$ cat src/rtl/v2f_op_scheduler.sv
`default_nettype none
// +----------------------------------------------------------------------------+
// | Module      : v2f_op_scheduler                                             |
// | Description : Shares one 32-bit arithmetic combinator among N_REQ          |
// |               requesters. A round-robin arbiter grants at most one request |
// |               per cycle. The granted operation enters a fixed-latency      |
// |               pipeline, and each result returns tagged with the ID of the  |
// |               requester that issued it.                                    |
// | Revision    : 1.0 - initial release                                        |
// +----------------------------------------------------------------------------+
// | Parameters                                                                 |
// |   N_REQ     number of requesters (2..16)                                   |
// |   LATENCY   cycles from request handshake to rsp_valid (1..8)              |
// |   ID_W      width of rsp_id, $clog2(N_REQ)                                 |
// | Ports                                                                      |
// |   clk        in   1          clock; all state updates on the rising edge   |
// |   srst       in   1          synchronous reset, active-high                |
// |   hold       in   1          1 = no new grants; in-flight ops still drain  |
// |   req_valid  in   N_REQ      per-requester request valid                   |
// |   req_ready  out  N_REQ      one-hot or zero grant (combinational)         |
// |   req_op     in   3*N_REQ    opcode, slice i = [3i+2:3i]                   |
// |   req_a      in   32*N_REQ   operand A (signed), slice i = [32i+31:32i]    |
// |   req_b      in   32*N_REQ   operand B (signed), slice i = [32i+31:32i]    |
// |   rsp_valid  out  1          one-cycle pulse per completed operation       |
// |   rsp_id     out  ID_W       requester index of the completed operation    |
// |   rsp_y      out  32         result (signed)                               |
// |   busy       out  1          any pipeline stage holds a valid operation    |
// | Opcodes: 0 ADD, 1 SUB, 2 MUL, 3 DIV, 4 MOD, 5 AND, 6 OR, 7 XOR             |
// +----------------------------------------------------------------------------+
module v2f_op_scheduler #(
   parameter  int N_REQ   = 4,
   parameter  int LATENCY = 2,
   localparam int ID_W    = $clog2(N_REQ)
) (
   input  logic                  clk,
   input  logic                  srst,
   input  logic                  hold,
   input  logic [N_REQ-1:0]      req_valid,
   output logic [N_REQ-1:0]      req_ready,
   input  logic [3*N_REQ-1:0]    req_op,
   input  logic [32*N_REQ-1:0]   req_a,
   input  logic [32*N_REQ-1:0]   req_b,
   output logic                  rsp_valid,
   output logic [ID_W-1:0]       rsp_id,
   output logic [31:0]           rsp_y,
   output logic                  busy
);

   localparam logic [2:0] c_op_add = 3'd0;
   localparam logic [2:0] c_op_sub = 3'd1;
   localparam logic [2:0] c_op_mul = 3'd2;
   localparam logic [2:0] c_op_div = 3'd3;
   localparam logic [2:0] c_op_mod = 3'd4;
   localparam logic [2:0] c_op_and = 3'd5;
   localparam logic [2:0] c_op_or  = 3'd6;
   localparam logic [2:0] c_op_xor = 3'd7;

   localparam logic [ID_W-1:0] c_ptr_rst = ID_W'(N_REQ - 1);

   // -------------------------------------------------------------------------
   // Round-robin arbiter
   // -------------------------------------------------------------------------
   logic [ID_W-1:0]  ptr_q, ptr_d;
   logic [ID_W:0]    w_shamt;
   logic [ID_W:0]    w_sum;
   logic [N_REQ-1:0] w_rot;
   logic             w_found;
   logic             w_grant;
   logic [ID_W-1:0]  w_grant_id;
   logic [N_REQ-1:0] w_grant_vec;

   // The doubled request vector shifted right by pointer+1 puts the
   // highest-priority requester at bit 0, so a plain find-first over w_rot
   // gives the round-robin winner. The winning index is then recovered as
   // (pointer + 1 + k) mod N_REQ; the sum never exceeds 2*N_REQ-1, so a
   // single conditional subtraction is enough for any N_REQ.
   always_comb begin
      w_shamt    = {1'b0, ptr_q} + (ID_W+1)'(1);
      w_rot      = N_REQ'({req_valid, req_valid} >> w_shamt);
      w_found    = 1'b0;
      w_sum      = '0;
      w_grant_id = ptr_q;
      for (int k = 0; k < N_REQ; k++) begin
         if (!w_found && w_rot[k]) begin
            w_found = 1'b1;
            w_sum   = w_shamt + (ID_W+1)'(k);
         end
      end
      if (w_sum >= (ID_W+1)'(N_REQ)) begin
         w_sum = w_sum - (ID_W+1)'(N_REQ);
      end
      if (w_found) begin
         w_grant_id = w_sum[ID_W-1:0];
      end
      // Reset also masks the grant so nothing is accepted in a reset cycle.
      w_grant     = w_found && !hold && !srst;
      w_grant_vec = w_grant ? (N_REQ'(1) << w_grant_id) : '0;
   end

   assign req_ready = w_grant_vec;

   always_comb begin
      ptr_d = ptr_q;
      if (w_grant) begin
         ptr_d = w_grant_id;
      end
   end

   // Operand mux: w_grant_vec is one-hot, so at most one slice is selected.
   logic [2:0]  w_sel_op;
   logic [31:0] w_sel_a;
   logic [31:0] w_sel_b;

   always_comb begin
      w_sel_op = '0;
      w_sel_a  = '0;
      w_sel_b  = '0;
      for (int i = 0; i < N_REQ; i++) begin
         if (w_grant_vec[i]) begin
            w_sel_op = req_op[3*i +: 3];
            w_sel_a  = req_a[32*i +: 32];
            w_sel_b  = req_b[32*i +: 32];
         end
      end
   end

   // -------------------------------------------------------------------------
   // Stage 0: registered request. Payload only loads on a grant, so with
   // LATENCY=1 the outputs naturally hold their last value between pulses.
   // -------------------------------------------------------------------------
   logic            s0_valid_q, s0_valid_d;
   logic [ID_W-1:0] s0_id_q,    s0_id_d;
   logic [2:0]      s0_op_q,    s0_op_d;
   logic [31:0]     s0_a_q,     s0_a_d;
   logic [31:0]     s0_b_q,     s0_b_d;

   always_comb begin
      s0_valid_d = w_grant;
      s0_id_d    = s0_id_q;
      s0_op_d    = s0_op_q;
      s0_a_d     = s0_a_q;
      s0_b_d     = s0_b_q;
      if (w_grant) begin
         s0_id_d = w_grant_id;
         s0_op_d = w_sel_op;
         s0_a_d  = w_sel_a;
         s0_b_d  = w_sel_b;
      end
   end

   always_ff @(posedge clk) begin
      if (srst) begin
         ptr_q      <= c_ptr_rst;
         s0_valid_q <= 1'b0;
         s0_id_q    <= '0;
         s0_op_q    <= '0;
         s0_a_q     <= '0;
         s0_b_q     <= '0;
      end else begin
         ptr_q      <= ptr_d;
         s0_valid_q <= s0_valid_d;
         s0_id_q    <= s0_id_d;
         s0_op_q    <= s0_op_d;
         s0_a_q     <= s0_a_d;
         s0_b_q     <= s0_b_d;
      end
   end

   // -------------------------------------------------------------------------
   // Combinator, evaluated from stage 0
   // -------------------------------------------------------------------------
   logic signed [31:0] w_a;
   logic signed [31:0] w_b;
   logic signed [31:0] w_y;

   assign w_a = s0_a_q;
   assign w_b = s0_b_q;

   // B = -1 is special-cased for DIV/MOD: -2^31 / -1 must wrap to -2^31
   // (which 0 - A does) and the remainder is always 0, which keeps the
   // overflowing divide case away from the generic divider.
   always_comb begin
      w_y = '0;
      case (s0_op_q)
         c_op_add: w_y = w_a + w_b;
         c_op_sub: w_y = w_a - w_b;
         c_op_mul: w_y = w_a * w_b;
         c_op_div: begin
            if (w_b == 32'sd0) begin
               w_y = '0;
            end else if (w_b == -32'sd1) begin
               w_y = 32'sd0 - w_a;
            end else begin
               w_y = w_a / w_b;
            end
         end
         c_op_mod: begin
            if (w_b == 32'sd0 || w_b == -32'sd1) begin
               w_y = '0;
            end else begin
               w_y = w_a % w_b;
            end
         end
         c_op_and: w_y = w_a & w_b;
         c_op_or:  w_y = w_a | w_b;
         c_op_xor: w_y = w_a ^ w_b;
         default:  w_y = '0;
      endcase
   end

   // -------------------------------------------------------------------------
   // Result delay line: stages 1..LATENCY-1 carry {valid, id, y}
   // -------------------------------------------------------------------------
   logic w_tail_busy;

   generate
      if (LATENCY == 1) begin : g_lat1
         assign rsp_valid   = s0_valid_q;
         assign rsp_id      = s0_id_q;
         assign rsp_y       = w_y;
         assign w_tail_busy = 1'b0;
      end else begin : g_latn
         logic [LATENCY-1:1] pv_q, pv_d;
         logic [ID_W-1:0]    pid_q [1:LATENCY-1];
         logic [ID_W-1:0]    pid_d [1:LATENCY-1];
         logic [31:0]        py_q  [1:LATENCY-1];
         logic [31:0]        py_d  [1:LATENCY-1];

         // Payload only advances alongside a valid bit, so the last stage
         // keeps the previous result visible while no pulse is present.
         always_comb begin
            pv_d  = pv_q;
            pid_d = pid_q;
            py_d  = py_q;
            pv_d[1] = s0_valid_q;
            if (s0_valid_q) begin
               pid_d[1] = s0_id_q;
               py_d[1]  = w_y;
            end
            for (int k = 2; k < LATENCY; k++) begin
               pv_d[k] = pv_q[k-1];
               if (pv_q[k-1]) begin
                  pid_d[k] = pid_q[k-1];
                  py_d[k]  = py_q[k-1];
               end
            end
         end

         always_ff @(posedge clk) begin
            if (srst) begin
               pv_q <= '0;
               for (int k = 1; k < LATENCY; k++) begin
                  pid_q[k] <= '0;
                  py_q[k]  <= '0;
               end
            end else begin
               pv_q  <= pv_d;
               pid_q <= pid_d;
               py_q  <= py_d;
            end
         end

         assign rsp_valid   = pv_q[LATENCY-1];
         assign rsp_id      = pid_q[LATENCY-1];
         assign rsp_y       = py_q[LATENCY-1];
         assign w_tail_busy = |pv_q;
      end
   endgenerate

   assign busy = s0_valid_q | w_tail_busy;

endmodule
`default_nettype wire

$ cat config.mk
export PLATFORM = sky130hd
export DESIGN_NAME = v2f_op_scheduler
export DESIGN_NICKNAME = d
export VERILOG_FILES = /design/src/rtl/v2f_op_scheduler.sv
export SDC_FILE = /design/constraint.sdc
export NUM_CORES = 2
export LEC_CHECK = 0
export BUFFER_PORTS_ARGS = -buffer_cell sky130_fd_sc_hd__buf_2
export CAP_MARGIN = 20
export CORE_MARGIN = 1
export CORE_UTILIZATION = 45
export CTS_CLUSTER_DIAMETER = 150
export DETAILED_ROUTE_END_ITERATION = 6
export GPL_ROUTABILITY_DRIVEN = 0
export PLACE_DENSITY_LB_ADDON = 0.2
export SLEW_MARGIN = 30
export SYNTH_ARGS = -nofsm -noshare
export SYNTH_HDL_FRONTEND = slang
export SYNTH_SLANG_ARGS = --single-unit
$ cat constraint.sdc
create_clock -name clk -period 99.5 [get_ports clk]
set_input_delay 0 -clock clk [delete_from_list [all_inputs] [get_ports clk]]
set_output_delay 0 -clock clk [all_outputs]
set_load 0.05 [all_outputs]
==> results.sh <==
export IMPL_status="finished, violations left"
export IMPL_failed_checks="design-rule violations"
export IMPL_final_nets=10300
export IMPL_cpPeakStageDelay_ns=0.89
export IMPL_antenna_found_initial=19
export IMPL_synth_compound_area_share=0.248
export IMPL_rr_worst_depth=341
export IMPL_async_flop_share=0
export IMPL_synth_seq_cells=107
export IMPL_slew_violations=0
export IMPL_drtAntennaViolNets=0
export IMPL_vias=69900
export IMPL_synthSimpleGateAreaFrac=0.234
export IMPL_startpoint="s0_b_q[5]"
export IMPL_critPathTopFamily="compound AO/OA/AOI/OAI gates"
export IMPL_htree_levels=3
export IMPL_syn_to_final_growth_pct=8.81
export IMPL_synthXorXnorAreaFrac=0.0940
export IMPL_tns_ns=0
export IMPL_hp_class="in -> reg"
export IMPL_grt_util_all_layers=0.410
export IMPL_initial_core_util=0.456
export IMPL_die_area_sq_mm=0.135
export IMPL_vias_per_cell=6.59
export IMPL_slew_headroom=0.235
export IMPL_path_clk_slew_ns=0.13
export IMPL_wl_per_cell_microns=27.1
export IMPL_layout_drive_gt1_share=0.0861
export IMPL_core_sq_mm=0.132
export IMPL_drc_errors=77
export IMPL_worstPathArrival_ns=95.48
export IMPL_cts_buffers=9
export IMPL_cp_slowest_cell="a2111oi_0"
export IMPL_synth_top_family_by_area="adder cells"
export IMPL_yosysTopAreaCellShare=0.162
export IMPL_synth_top_area_cell="ha_1"
export IMPL_hold_start="req_b[97]"
export IMPL_routed_wirelength_microns=287000
export IMPL_min_period_ns=95.19
export IMPL_worstPathMaxFanout=43
export IMPL_yosysSeqAreaShare=0.0356
export IMPL_num_rows=133
export IMPL_cp_end_kind="register"
export IMPL_grt_max_degree=76
export IMPL_fin_area_sq_mm=0.0656
export IMPL_yosys_top_cells_area="ha_1, fa_1, nand2_1, xnor2_1, nor2_1"
export IMPL_firstDrtPassIters=7
export IMPL_synth_edf_count=0
export IMPL_grt_pass1_vias=66300
export IMPL_worstPathRequired_ns=99.78
export IMPL_startpoint_type="register"
export IMPL_cts_tree="built"
export IMPL_finalHoldViolCount=0
export IMPL_clock_latency_ns=0.47
export IMPL_critical_path_reg2reg_endpoint="rsp_y[30]"
export IMPL_cp_depth=341
export IMPL_tightest_slew_ns=1.14
export IMPL_syn_num_nets=10100
export IMPL_grt_pass1_wl_microns=420000
export IMPL_synthFlopType="dfxtp_1"
export IMPL_drt_iter0_drc=9456
export IMPL_syn_area_per_cell_sq_um=6.98
export IMPL_crit_path_end="rsp_y[30]"
export IMPL_synthAdderAreaFrac=0.299
export IMPL_crit_type="reg -> reg"
export IMPL_root_buffer="clkbuf_16"
export IMPL_clock_sinks=107
export IMPL_dpl_hpwl_microns=223000
export IMPL_cts_buffer_depth=2
export IMPL_dpl_instance_area_sq_mm=0.0642
export IMPL_cp_buffers_inverters=28
export IMPL_netlist_instances=8637
export IMPL_synth_mux_area_fraction=0.0147
export IMPL_dieWidth_microns=368
export IMPL_fmax_mhz=10.5
export IMPL_setup_viol=0
export IMPL_max_cap_viol_count=0
export IMPL_r2r_setup_slack_ns=4.31
export IMPL_yosys_warnings=0
export IMPL_synth_cell_type_count=96
export IMPL_timing_final_crit_share=0.957
export IMPL_syn_cell_area_sq_mm=0.0603
export IMPL_cpMostUsedCell="ha_1"
export IMPL_timing_rr_start="s0_b_q[5]"
export IMPL_grt_overflow_total=0
export IMPL_dieHeight_microns=368
export IMPL_port_buffers=314
export IMPL_skew_ns=0.0546
export IMPL_ios=315
timing repair:
item,4_1_cts,5_1_grt
endpoints found under the hold margin,51,0
hold buffers,89,0
endpoints found under the setup margin,0,32
buffers inserted,0,0
gates resized for setup,0,19
state kept, by name, summed over array words and instances (netlist names):
signal	cells
rsp_valid	1
s0_a_q	32
g_latn.pv_d	1
s0_b_q	32
s0_op_q	3
ptr_q	2
rsp_y	32
s0_id_q	2
rsp_id	2
kinds of logic after synthesis:
| kind of cell | Yosys count |
|---|---|
| AND/OR/NAND/NOR | 3140 |
| multiplexers | 83 |
| buffers and inverters | 1202 |
| adder cells (fa/ha/maj) | 1192 |
| AO/OA/AOI/OAI | 2266 |
| XOR/XNOR | 647 |
| flip-flops | 107 |
cells in the final DEF (no fill, tap or decap), drive strengths merged, types with 51 or more instances in the layout:
cell         instances
xor2               184
a221oi              81
or2                 54
nor2               869
o21ai              409
o211ai              85
nand2b              77
nor4                51
o21bai              53
dfxtp              107
ha                 782
a21o               199
buf                507
xnor2              463
o31ai               84
nand4               96
or3                 80
fa                 410
nor2b               63
o21a               120
dlygate4sd3         89
a31oi               98
nand3              208
a211oi             121
a21oi              630
nor3               214
inv                779
and3                77
nand2             1228
cell type report:
type / count / area [sq um]
diodes: 14 / 35.0
clock buffers: 9 / 225
clock inverters: 7 / 98.8
fillers: 13500 / 66600
inverters: 790 / 2970
multi-input cells: 7328 / 54000
flip-flops and latches: 107 / 2150
well taps: 1755 / 2200
repair buffers: 596 / 3900
synthesized netlist by cell type (21+ instances only):
library cell,count
fa_1,410
a31oi_1,98
dfxtp_1,107
o2111ai_1,29
nor2_1,869
nor4_1,49
o21a_1,120
clkbuf_1,312
xnor2_1,463
and2_1,38
inv_1,775
o211ai_1,85
nand3_1,208
nand2_1,1228
buf_1,85
ha_1,782
nand4_1,95
a211oi_1,118
nor3_1,213
o21bai_1,53
and3_1,77
mux2i_1,42
a21oi_1,630
mux2_2,40
a31o_2,26
nand2b_1,77
o21ai_0,404
a2111oi_0,21
or3_1,80
or2_2,51
nor2b_1,63
a221oi_1,80
o31ai_1,83
xor2_1,184
a21o_1,199
a211o_1,31
metrics by stage:
| stage | util | instances | hold WS [ns] | worst slack [ns] |
|---|---|---|---|---|
| floorplan | - | 8637 | 0.108 | 18.56 |
| global placement | 0.485 | 10500 | 0.198 | 7.29 |
| detailed placement | 0.486 | 10500 | 0.203 | 5.67 |
| CTS | 0.495 | 10600 | 0.00746 | 5.32 |
| global route | 0.496 | 10600 | 0.0374 | -0.0331 |
| finish | 0.496 | 10600 | 0.0110 | 4.31 |
per-layer routing:
layer	vias to the layer above	track usage	wire length, microns
li1	30700	-	-
met1	32600	0.495	104000
met2	5232	0.606	118000
met3	1408	0.132	39400
met4	20	0.302	26000
met5	-	0	161
worst min-delay path by stage:
stage	endpoint	slack, ns	depth (start not counted)
final	s0_b_q[1]	0.01	5
after global routing	s0_a_q[24]	0.04	3
after CTS	s0_b_q[6]	0.007	3
after detailed placement	s0_b_q[1]	0.20	3
after global placement	s0_b_q[9]	0.20	3
after floorplan	s0_a_q[0]	0.11	2
worst reg2reg max path: cells and delay by family (launching register included):
kind | cells | cell delay [ns]
AOI/OAI and AO/OA | 156 | 45.81
xor gates and xnor gates | 1 | 0.20
adders and majority gates | 33 | 10.82
buffers and inverters | 28 | 6.85
DFF | 1 | 0.32
muxes | 8 | 3.17
and+or+nand+nor | 115 | 27.91
Power is not shown: default switching activity piles up to over one toggle a cycle in this logic, so the estimate is an artifact.
